<file path="src/rtl/freelist_ctrl_pkg.sv">
// Shared types and constants for the rename-stage free-list controller.
package freelist_ctrl_pkg;

    // Flush-recovery sequencer states.
    typedef enum logic [1:0] {
        ST_RUN      = 2'd0,
        ST_DRAIN    = 2'd1,
        ST_ROLLBACK = 2'd2,
        ST_SETTLE   = 2'd3
    } fl_state_e;

    // Free-PR count after reset or rollback: everything not holding an architectural mapping.
    function automatic int unsigned fl_rst_cnt(input int unsigned prf_aw, input int unsigned n_arf);
        return (32'd1 << prf_aw) - n_arf;
    endfunction

endpackage

</file>
<file path="src/rtl/freelist_ctrl_popcnt.sv">
// Population count of a DW-bit mask; used for rename demand and commit frees.
module popcnt #(
    parameter int unsigned DW = 2
) (
    input  logic [DW-1:0]              din,
    output logic [$clog2(DW+1)-1:0]    cnt_c
);

    localparam int unsigned CW = $clog2(DW + 1);

    always_comb begin
        cnt_c = '0;
        for (int unsigned i = 0; i < DW; i++) begin
            cnt_c = cnt_c + CW'(din[i]);
        end
    end

endmodule

</file>
<file path="src/rtl/freelist_ctrl.sv">
// Free-list controller: rename handshake, shadow free count, flush recovery sequencing.
// Consistency checking (fl_err) is built only when NCPU_FL_CHECK_EN is defined.
module freelist_ctrl
    import freelist_ctrl_pkg::*;
#(
    parameter int unsigned CONFIG_PRF_AW         = 6,
    parameter int unsigned CONFIG_P_ISSUE_WIDTH  = 1,
    parameter int unsigned CONFIG_P_COMMIT_WIDTH = 1,
    parameter int unsigned CONFIG_N_ARF          = 32
) (
    input  logic                                   clk,
    input  logic                                   rst,
    input  logic                                   rn_valid,
    input  logic [(1<<CONFIG_P_ISSUE_WIDTH)-1:0]   rn_lrd_we,
    output logic                                   rn_ready,
    output logic                                   fl_pop,
    input  logic                                   fl_stall_req,
    input  logic                                   flush_req,
    input  logic                                   commit_inflight,
    input  logic [(1<<CONFIG_P_COMMIT_WIDTH)-1:0]  commit_fl_push,
    input  logic [(1<<CONFIG_P_COMMIT_WIDTH)-1:0]  commit_prd_we,
    output logic                                   fl_rollback,
    output logic                                   flush_done,
    output logic [CONFIG_PRF_AW:0]                 fl_cnt,
    output logic                                   fl_err
);

    localparam int unsigned IW         = 1 << CONFIG_P_ISSUE_WIDTH;
    localparam int unsigned CW         = 1 << CONFIG_P_COMMIT_WIDTH;
    localparam int unsigned CNT_W      = CONFIG_PRF_AW + 1;
    localparam int unsigned NEED_W     = $clog2(IW + 1);
    localparam int unsigned FREED_W    = $clog2(CW + 1);
    localparam int unsigned FL_RST_CNT = fl_rst_cnt(CONFIG_PRF_AW, CONFIG_N_ARF);

    fl_state_e          state_q, state_d;
    logic [CNT_W-1:0]   cnt_q, cnt_d;
    logic [NEED_W-1:0]  need_c;
    logic [FREED_W-1:0] freed_c;
    logic               short_c;
    logic               stall_c;
    logic [CNT_W-1:0]   cnt_nxt_c;

    popcnt #(.DW(IW)) u_need (
        .din   (rn_lrd_we),
        .cnt_c (need_c)
    );

    popcnt #(.DW(CW)) u_freed (
        .din   (commit_fl_push & commit_prd_we),
        .cnt_c (freed_c)
    );

    assign short_c   = cnt_q < CNT_W'(need_c);
    assign stall_c   = fl_stall_req | short_c;
    assign fl_pop    = rn_valid & rn_ready;
    assign cnt_nxt_c = cnt_q - (fl_pop ? CNT_W'(need_c) : CNT_W'(0)) + CNT_W'(freed_c);
    assign fl_cnt    = cnt_q;

    // Next-state and state-decoded outputs; flush wins over acceptance in RUN.
    always_comb begin
        state_d     = state_q;
        rn_ready    = 1'b0;
        fl_rollback = 1'b0;
        flush_done  = 1'b0;
        case (state_q)
            ST_RUN: begin
                rn_ready = ~stall_c & ~flush_req;
                if (flush_req) begin
                    state_d = ST_DRAIN;
                end
            end
            ST_DRAIN: begin
                if (!commit_inflight && (commit_fl_push == '0)) begin
                    state_d = ST_ROLLBACK;
                end
            end
            ST_ROLLBACK: begin
                fl_rollback = 1'b1;
                state_d     = ST_SETTLE;
            end
            ST_SETTLE: begin
                flush_done = 1'b1;
                state_d    = ST_RUN;
            end
            default: begin
                state_d = ST_RUN;
            end
        endcase
    end

    // Rollback restores the architectural free count; otherwise pops and frees accumulate.
    always_comb begin
        cnt_d = cnt_nxt_c;
        if (state_q == ST_ROLLBACK) begin
            cnt_d = CNT_W'(FL_RST_CNT);
        end
    end

    always_ff @(posedge clk or negedge rst) begin
        if (!rst) begin
            state_q <= ST_RUN;
            cnt_q   <= CNT_W'(FL_RST_CNT);
        end else begin
            state_q <= state_d;
            cnt_q   <= cnt_d;
        end
    end

`ifdef NCPU_FL_CHECK_EN
    localparam int unsigned SUM_W = CNT_W + 1;
    localparam int unsigned N_PRF = 1 << CONFIG_PRF_AW;

    logic             err_q, err_d;
    logic [SUM_W-1:0] cnt_wide_c;

    assign cnt_wide_c = SUM_W'(cnt_q) - (fl_pop ? SUM_W'(need_c) : SUM_W'(0)) + SUM_W'(freed_c);

    // Sticky: over-allocation, count/stall disagreement, overflow, or commits during rollback.
    always_comb begin
        err_d = err_q;
        if (fl_pop && short_c) begin
            err_d = 1'b1;
        end
        if (!fl_stall_req && rn_valid && short_c) begin
            err_d = 1'b1;
        end
        if ((state_q != ST_ROLLBACK) && (cnt_wide_c > SUM_W'(N_PRF))) begin
            err_d = 1'b1;
        end
        if ((state_q == ST_ROLLBACK) && (freed_c != '0)) begin
            err_d = 1'b1;
        end
    end

    always_ff @(posedge clk or negedge rst) begin
        if (!rst) begin
            err_q <= 1'b0;
        end else begin
            err_q <= err_d;
        end
    end

    assign fl_err = err_q;
`else
    assign fl_err = 1'b0;
`endif

endmodule
</file>
<file path="config.mk">
export PLATFORM = sky130hd
export DESIGN_NAME = freelist_ctrl
export DESIGN_NICKNAME = d
export VERILOG_FILES = /design/src/rtl/freelist_ctrl_pkg.sv /design/src/rtl/freelist_ctrl_popcnt.sv /design/src/rtl/freelist_ctrl.sv
export SDC_FILE = /design/constraint.sdc
export NUM_CORES = 1
export LEC_CHECK = 0
export CORE_MARGIN = 2
export CORE_UTILIZATION = 61
export DETAILED_ROUTE_END_ITERATION = 10
export DONT_BUFFER_PORTS = 1
export PLACE_DENSITY = 0.82
export SYNTH_ARGS = -nofsm -noshare
export SYNTH_HDL_FRONTEND = slang
export SYNTH_SLANG_ARGS = --single-unit
</file>
<file path="constraint.sdc">
create_clock -name clk -period 3.8 [get_ports clk]
set_clock_uncertainty 0.2 [all_clocks]
set_input_delay 0.76 -clock clk [delete_from_list [all_inputs] [get_ports clk]]
set_output_delay 0.76 -clock clk [all_outputs]
set_load 0.01 [all_outputs]
</file>
; ---- Yosys cells after proc, flatten, opt, wreduce, memory -nomap -nowiden
; Cells that the tools add are included.
[classes]
addsub = 4
order_cmp = 1
n_eq_ne = 5
muxes = 8
bitwise = 6
reduce_logical = 5
[ops]
columns = cell, n
row1 = $pmux W2 S4, 1
row2 = $add A7 B2 Y7, 1
row3 = $lt A7 B2 Y1, 1
row4 = $mux W7, 1
row5 = $sub A7 B2 Y7, 1
row6 = $mux W2, 3
row7 = $add A1 B1 Y2, 2
row8 = $eq A2 B2 Y1 const B, 2
row9 = $logic_not A2 Y1, 2
row10 = $ne A2 B2 Y1 const B, 2
row11 = $mux W1, 3
row12 = $and A1 B1 Y1, 2
row13 = $and A2 B2 Y2, 1
row14 = $eq A2 B1 Y1 const B, 1
row15 = $not A1 Y1, 2
row16 = $reduce_and A2 Y1, 1
row17 = $logic_and A1 B1 Y1, 1
row18 = $logic_not A1 Y1, 1
row19 = $or A1 B1 Y1, 1
[totals]
regBits = 9
output_inout_bits = 12
elab_cells = 31

; ---- Longest topological paths before layout
; Gate-level depths: netlist of the first run.
[depth]
ltp_word = 11
ltp_mapped = 14
ltp_nobuf = 14

; ---- Cells and area by module
; A second synthesis of the first run with hierarchy kept.
[unflattened]
cells_unflattened = 95
hier_area_um2 = 910.9
[modules_own_cells]
columns = mod, instances, cells_each, area_each_um2
row1 = freelist_ctrl, 1, 93, 885.8
row2 = popcnt, 2, 1, 12.5

; ---- Least setup slack after synthesis of the first run
; Ideal clock, no wire load.
[synth_timing]
kind = input-to-reg
from = in rn_lrd_we[0]
to = reg cnt_q[6], in the netlist fl_cnt[6]
t_arrival_ns = 3.601
path_slack_ns = -0.088
cell_stages = 13
n_path_buf = 0
path_cell_list = ha_1 > inv_1 > ha_1 > a2111oi_4 > a2111oi_4 > and3_1 > ha_1 > fa_1 > fa_1 > nand2b_1 > a211oi_1 > nand4_1 > o211ai_1
[synth_via]
elab_chain_cells = 11
[synth_rtl]
columns = item, line_no
row1 = "start, declared", freelist_ctrl.sv:14  ; input logic [(1<<CONFIG_P_ISSUE_WIDTH)-1:0] rn_lrd_we,
row2 = $add A1 B1 Y2, freelist_ctrl_popcnt.sv:14  ; cnt_c = cnt_c + CW'(din[i]);
row3 = $lt A7 B2 Y1, freelist_ctrl.sv:53  ; assign short_c = cnt_q < CNT_W'(need_c);
row4 = $or A1 B1 Y1, freelist_ctrl.sv:54  ; assign stall_c = fl_stall_req | short_c;
row5 = $not A1 Y1, freelist_ctrl.sv:67  ; rn_ready = ~stall_c & ~flush_req;
row6 = $and A1 B1 Y1, freelist_ctrl.sv:67
row7 = $mux W1, freelist_ctrl.sv:65  ; case (state_q)
row8 = named net rn_ready, freelist_ctrl.sv:15  ; output logic rn_ready,
row9 = $and A1 B1 Y1, freelist_ctrl.sv:55  ; assign fl_pop = rn_valid & rn_ready;
row10 = $mux W2, freelist_ctrl.sv:56  ; assign cnt_nxt_c = cnt_q - (fl_pop ? CNT_W'(need_c) : CNT_W'(0)) + CNT_W'(freed_c);
row11 = $sub A7 B2 Y7, freelist_ctrl.sv:56
row12 = $add A7 B2 Y7, freelist_ctrl.sv:56
row13 = $mux W7, freelist_ctrl.sv:94  ; if (state_q == ST_ROLLBACK) begin
row14 = named net cnt_d[6], freelist_ctrl.sv:36  ; logic [CNT_W-1:0] cnt_q, cnt_d;
row15 = "end signal, assigned", freelist_ctrl.sv:102  ; cnt_q <= CNT_W'(FL_RST_CNT);
row16 = "end signal, assigned", freelist_ctrl.sv:105  ; cnt_q <= cnt_d;
row17 = "end, declared", freelist_ctrl.sv:36
; The timed path passes the listed nets, and every way through them passes these cells.
; A chain may end at the register's enable or synchronous reset.

; ---- Worst setup path in the final report of the first run
[layout_timing]
from = in rn_lrd_we[0]
to = reg cnt_q[4], in the netlist fl_cnt[4]
[layout_via]
elab_chain_cells = 11
[layout_rtl]
columns = item, line_no
row1 = $add A1 B1 Y2 *, freelist_ctrl_popcnt.sv:14
row2 = $lt A7 B2 Y1, freelist_ctrl.sv:53
row3 = $or A1 B1 Y1, freelist_ctrl.sv:54
row4 = $not A1 Y1, freelist_ctrl.sv:67
row5 = $and A1 B1 Y1, freelist_ctrl.sv:67
row6 = $mux W1, freelist_ctrl.sv:65
row7 = $and A1 B1 Y1, freelist_ctrl.sv:55
row8 = $mux W2 *, freelist_ctrl.sv:56
row9 = $sub A7 B2 Y7 *, freelist_ctrl.sv:56
row10 = $add A7 B2 Y7 *, freelist_ctrl.sv:56
row11 = $mux W7 *, freelist_ctrl.sv:94
row12 = named net cnt_d[4], freelist_ctrl.sv:36
; Mark *: on every way through the listed nets, which the timed path passes. The rest lies on a longest branch.

==> results.tsv, run 1 <==
metric	value	unit
TritonCTS clock tree	done	
unrepaired setup endpoints after global routing	no	
Crit Path Category	primary input to flip-flop	
Fill cells	104	
GRT Util Overall	0.234	
Fmax	278	MHz
Sequential Power Share	0.225	
Logic pwr share	0.697	
DR iter-0 viols	10	
Max Cap Viol	0	
Netlist cell types	37	
vias in the first global route	702	
total gr overflow	0	
height of the die	42.5	um
Sinks on Clock Net	9	
Warnings, synthesis	0	
worst path required time	3.75	ns
Yosys top cell by area	ha_1	
Slew HR	0.639	
Hold Crit Class	primary input to async pin	
sequential element share of the synthesized area	0.250	
P_leak	0.465	nW
worst-margin pin slew	0.542	ns
Pins Over Slew Limit	0	
Synth Cell Area	905	um^2
Arr. time, crit path	3.55	ns
Final Cell Area	976	um^2
#FFs+latches synth	9	
ys flop type	dfrtp_1	
R2R Setup Slk	0.41	ns
Power Internal	0.498	mW
final worst-path cycle share	0.947	
Via Count	693	
layout cells sized above 1	0.152	
Worst path slowest cell	a2111oi_4	
Longest Clk Path Bufs	2	
number of synthesized flops with an enable pin	0	
Residual DRC	0	
Core ar.	1350	um^2
detailed-route wire length	1850	um
async set-reset flop share out of synthesis	1.00	
crit start category	primary input	
first-pass GRT wire length	3040	um
Crit. End Element	flip-flop	
total CTS buffers	3	
Avg Inst Size Synth	9.52	um^2
initial antenna violation count	0	
crit path cell chain	ha_1, inv_1, ha_1, a2111oi_4, a2111oi_4, and3_1, ha_1, fa_2, fa_2, nand2b_4, nand2b_1, a21oi_1, mux2_2	
vias per inst	6.08	
Die Span X	42.5	um
WL per Instance	16.2	um
most frequent cells in the layout	18 x ha_1, 12 x inv_1, 8 x dfrtp_1, 7 x nor2_1, 6 x nand2_1	
IO Pins	24	
pin count of the biggest net entering global routing	14	
Critical Path Most Common Cell	ha_1	
Synth area leaders	ha_1 25%, dfrtp_1 22%, a2111oi_4 6.1%, inv_1 5.0%, fa_1 4.4%	
minimum clock period	3.60	ns
status	complete, no violations	
Nets	132	
Final Hold Fails	0	
Power Density	1000	nW/um^2
final-report setup violation count	0	
slowest stage delay, CP	0.40	ns
n_diodes	0	
Clock power frac	0.078	
clock slew at reported path FFs	0.06	ns
hpwl dp	1500	um
Die Area	1810	um^2
H-Tree Depth	1	
insertion delay to the later sink of the worst-skew pair	0.27	ns
CP max FO	2	
initial core utilization	0.670	
gpl congestion	0.744	
clk root buf	clkbuf_4	
number of core rows	13	
sw frac	0.492	
PortBufs	0	
Post-CTS Setup Bufs	0	
most common cell after layout, fill and taps aside	ha_1	
P_sw	0.482	mW
Post-DP Area	940	um^2
smallest hold slack	0.127	ns
area delta synth->final	7.88	%
syn_nets	127	
drt pass-1 iters	2	
top cell type's share of synthesized area	0.249	
Post-Synthesis Cells	95	
Max VDD drop	0.640	mV
DRT antenna net count	0	
==> stage by stage <==
stage	power (mW)	TNS [ns]	instances	setup WS [ns]	util
3_5_place_dp	0.895	-0.129	109	-0.0846	0.696
5_1_grt	1.07	0	114	0.0712	0.723
2_1_floorplan	0.765	0	95	0.0121	-
6_report	0.980	0	114	0.202	0.723
4_1_cts	0.981	0	114	0.185	0.723
3_3_place_gp	0.865	-0.0378	109	-0.0340	0.696
==> state kept, by name, summed over array words and instances (netlist names) <==
signal	count
fl_cnt	7
state_q	2
==> layer usage <==
| metal | GRT usage | vias to the layer above | share of wire |
|---|---|---|---|
| li1 | - | 342 | - |
| met1 | 0.241 | 322 | 0.40 |
| met2 | 0.400 | 20 | 0.51 |
| met3 | 0.0776 | 9 | 0.050 |
| met4 | 0.150 | 0 | 0.040 |
| met5 | 0 | - | 0 |
==> cell type report <==
cell class | count | area (um^2) | area share
flip-flops and latches | 9 | 226 | 0.232
clock buffers | 4 | 26.3 | 0.0269
repair buffers | 3 | 25.0 | 0.0256
multi-input cells | 70 | 631 | 0.646
well taps | 15 | 18.8 | 0.0192
inverters | 13 | 48.8 | 0.0500
==> timing repair <==
item | CTS | global route
hold buffers | 1 | 0
gates resized for setup | 0 | 0
hold endpoints to repair | 8 | 0
==> final timing paths <==
kind	start	endpoint	depth (start not counted)
max in group asynchronous	rst	fl_cnt[3]	1
min reg2reg	state_q[1]	state_q[1]	1
min	rst	fl_cnt[5]	0
max reg2reg	fl_cnt[1]	fl_cnt[4]	11
min in group clk	state_q[1]	state_q[1]	1
max	rn_lrd_we[0]	fl_cnt[4]	13
==> critical path: cells and delay by family <==
kind                     cells  cell delay (ns)
AO/OA/AOI/OAI                3             0.53
multiplexers                 1             0.28
buffers and inverters        1             0.05
adder cells (fa/ha/maj)      5             1.52
AND/OR/NAND/NOR              3             0.42
==> synth_stat cells (all sizes together) (3+ instances only) <==
cell type / number
ha: 18
nand2: 6
nor2: 7
dfrtp: 8
inv: 13
a21oi: 3
nand2b: 5
==> power groups by stage <==
stage / registers [mW] / logic (mW) / clock network [mW]
5_1_grt: 0.226 / 0.759 / 0.0812
2_1_floorplan: 0.210 / 0.555 / 0
3_5_place_dp: 0.223 / 0.672 / 0
6_report: 0.220 / 0.683 / 0.0765
3_3_place_gp: 0.221 / 0.644 / 0
4_1_cts: 0.221 / 0.682 / 0.0773
==> logic make-up after synthesis <==
family                   Yosys count  share of synthesized area
AND/OR/NAND/NOR                   30                      0.177
adder cells (fa/ha/maj)           20                      0.293
AO/OA/AOI/OAI                     16                      0.169
buffers and inverters             16                     0.0719
flip-flops                         9                      0.250
multiplexers                       2                     0.0249
other                              1                    0.00415
XOR/XNOR                           1                    0.00968
No activity file was read; power rests on OpenSTA's default activity.
==> inputs of run 2 (changes only) <==
--- a/config.mk
+++ b/config.mk
@@ -5,6 +5,7 @@
 export SDC_FILE = /design/constraint.sdc
 export NUM_CORES = 1
 export LEC_CHECK = 0
+export ABC_AREA = 1
 export CORE_MARGIN = 2
 export CORE_UTILIZATION = 61
 export DETAILED_ROUTE_END_ITERATION = 10
==> run 2 against run 1 <==
Effect of this change:
- fmax up 9.6%
- worst setup slack better by 0.31 ns
- largest power group unchanged
- hold slack better by 0.0051 ns
- via count shrank 0.87%
- largest cell class unchanged
- sequential power decreased by 3%
- critical path depth increased by 6
- routed wire length down 18%
- total power is 12% lower
- synthesized cell count rose by 19%
- sequential share of layout area up 1.7 points
==> results.tsv, run 2 <==
metric	value	unit	change
Non-Filler Instances	132		+16%
crit start category	primary input		
worst path required time	3.76	ns	about the same
Longest Clk Path Bufs	2		unchanged
sequential element share of the synthesized area	0.263		+0.0127
most frequent cells after synthesis	20 x inv_1, 19 x nand2_1, 18 x ha_1, 17 x nor2_1, 8 x dfrtp_1		
Sinks on Clock Net	9		unchanged
fin util	0.689		-0.0334
top-count cell post-synth	inv_1		
hpwl dp	1260	um	-16%
minimum clock period	3.28	ns	-0.314 ns
Warnings, synthesis	0		unchanged
Max Cap Viol	0		unchanged
H-Tree Depth	1		unchanged
P_leak	0.513	nW	+10%
PortBufs	0		unchanged
Final Hold Fails	0		unchanged
top cell type's share of synthesized area	0.262		+0.0127
Avg Inst Size Synth	7.62	um^2	-20%
final-report setup violation count	0		unchanged
drt pass-1 iters	4		+2
reg2reg end	fl_cnt[4]		
CP max FO	2		unchanged
detailed-route wire length	1510	um	-18%
vias in the first global route	631		-10%
Post-Synthesis Cells	113		+19%
syn_nets	145		+14%
Synth Cell Area	861	um^2	-4.8%
Post-DP Area	872	um^2	-7.2%
most common cell after layout, fill and taps aside	inv_1		
Fmax	304	MHz	+9.6%
Die Area	1730	um^2	-4.4%
post_cts resized	0		unchanged
total gr overflow	0		unchanged
clk root buf	clkbuf_4		
most frequent cells in the layout	20 x inv_1, 19 x nand2_1, 18 x ha_1, 17 x nor2_1, 8 x dfrtp_1		
total CTS buffers	3		unchanged
R2R Setup Slk	0.60	ns	+0.19 ns
Netlist cell types	21		-43%
number of synthesized flops with an enable pin	0		unchanged
initial antenna violation count	0		unchanged
unrepaired setup endpoints after global routing	no		
Yosys top cell by area	ha_1		
number of core rows	13		unchanged
clock slew at reported path FFs	0.06	ns	about the same
reg2reg path depth	16		+5
Synth area leaders	ha_1 26%, dfrtp_1 23%, inv_1 8.7%, nand2_1 8.3%, nor2_1 7.4%		
pin count of the biggest net entering global routing	9		-5
Via Count	687		-0.87%
Nets	150		+14%
async set-reset flop share out of synthesis	1.00		unchanged
Pins Over Slew Limit	0		unchanged
Max VDD drop	0.635	mV	-0.78%
Core ar.	1320	um^2	-2.4%
ys flop type	dfrtp_1		
final worst-path cycle share	0.864		-0.0827
first-pass GRT wire length	2610	um	-14%
vias per inst	5.20		-14%
smallest hold slack	0.132	ns	+0.00509 ns
DRT antenna net count	0		unchanged
n_diodes	0		unchanged
GRT Util Overall	0.200		-0.0336
WL per Instance	11.4	um	-29%
Arr. time, crit path	3.24	ns	-0.31 ns
Power Density	953	nW/um^2	-5.1%
layout cells sized above 1	0.0855		-0.0660
placed cells	127		+17%
Hold Crit Class	primary input to async pin		
insertion delay to the later sink of the worst-skew pair	0.26	ns	about the same
gpl congestion	0.862		+16%
Crit. End Element	flip-flop		
height of the die	41.6	um	-2.2%
DR iter-0 viols	12		+2
Crit Path Category	primary input to flip-flop		
#FFs+latches synth	9		unchanged
area delta synth->final	5.52	%	
Sum Neg Setup Slack	0	ns	unchanged
Die Span X	41.6	um	-2.2%
Final Cell Area	908	um^2	-6.9%
Largest register FFs	7		unchanged
worst reg2reg startpoint	fl_cnt[5]		
status	complete, no violations		
IO Pins	24		unchanged
initial core utilization	0.653		-0.0167
TritonCTS clock tree	done		
Residual DRC	0		unchanged
-- run 2: logic make-up (layout without fill, tap and decap cells) --
kind of cell	count (synthesis)	after routing	share of synthesized area
other	1	1	0.00436
flip-flops	9	9	0.263
buffers and inverters	24	28	0.109
AO/OA/AOI/OAI	10	10	0.0683
AND/OR/NAND/NOR	49	49	0.247
adder cells (fa/ha/maj)	20	20	0.308
-- run 2: worst max-delay path: stages --
cell	delay, ns
ha_1	0.19
inv_1	0.06
ha_1	0.21
nand2_1	0.08
nand2_1	0.05
nand2_1	0.07
nand2_1	0.07
nand3_1	0.09
nor2_1	0.05
ha_1	0.30
fa_1	0.43
fa_1	0.37
inv_1	0.08
nand2_1	0.06
nand2_1	0.08
and2_4	0.15
nand2_2	0.04
nand2_1	0.05
nor2_1	0.04
-- run 2: report_power, final --
part	internal (mW)	total, mW	switching, mW
logic	0.238	0.575	0.338
clock network	0.0406	0.0760	0.0354
registers	0.155	0.214	0.0591
total	0.433	0.865	0.432
-- run 2: what timing repair did --
| item | CTS | global route |
|---|---|---|
| hold buffers | 1 | 0 |
| endpoints found under the hold margin | 8 | 0 |
| setup buffers | 0 | 0 |
| setup endpoints to repair | 0 | 0 |
-- run 2: how the worst max path moves through the flow --
stage | end | cells after the start | startpoint | slack [ns]
floorplan | fl_cnt[6] | 18 | rn_lrd_we[0] | 0.42
global placement | fl_cnt[4] | 19 | rn_lrd_we[0] | 0.32
detailed placement | fl_cnt[4] | 19 | rn_lrd_we[0] | 0.24
CTS | fl_cnt[4] | 19 | rn_lrd_we[0] | 0.52
global route | fl_cnt[6] | 18 | rn_lrd_we[0] | 0.31
finish | fl_cnt[4] | 19 | rn_lrd_we[0] | 0.52
-- run 2: routing by layer --
| layer | global-route usage | share of wire | vias up |
|---|---|---|---|
| li1 | - | - | 355 |
| met1 | 0.259 | 0.44 | 308 |
| met2 | 0.319 | 0.50 | 19 |
| met3 | 0.0391 | 0.046 | 5 |
| met4 | 0.0968 | 0.019 | 0 |
| met5 | 0 | 0 | - |
-- run 2: stage by stage --
stage                     worst slack, ns  total power, mW
after global routing                0.308            0.980
final                               0.516            0.865
after CTS                           0.517            0.869
after floorplan                     0.418            0.684
after global placement              0.319            0.763
after detailed placement            0.241            0.785
-- run 2: final cells by class --
type	count	area [um^2]
tap	15	18.8
clock buffer	4	26.3
timing repair buffer	1	10.0
sequential	9	226
inverter	23	86.3
multi-input combinational	80	541
fill	115	409
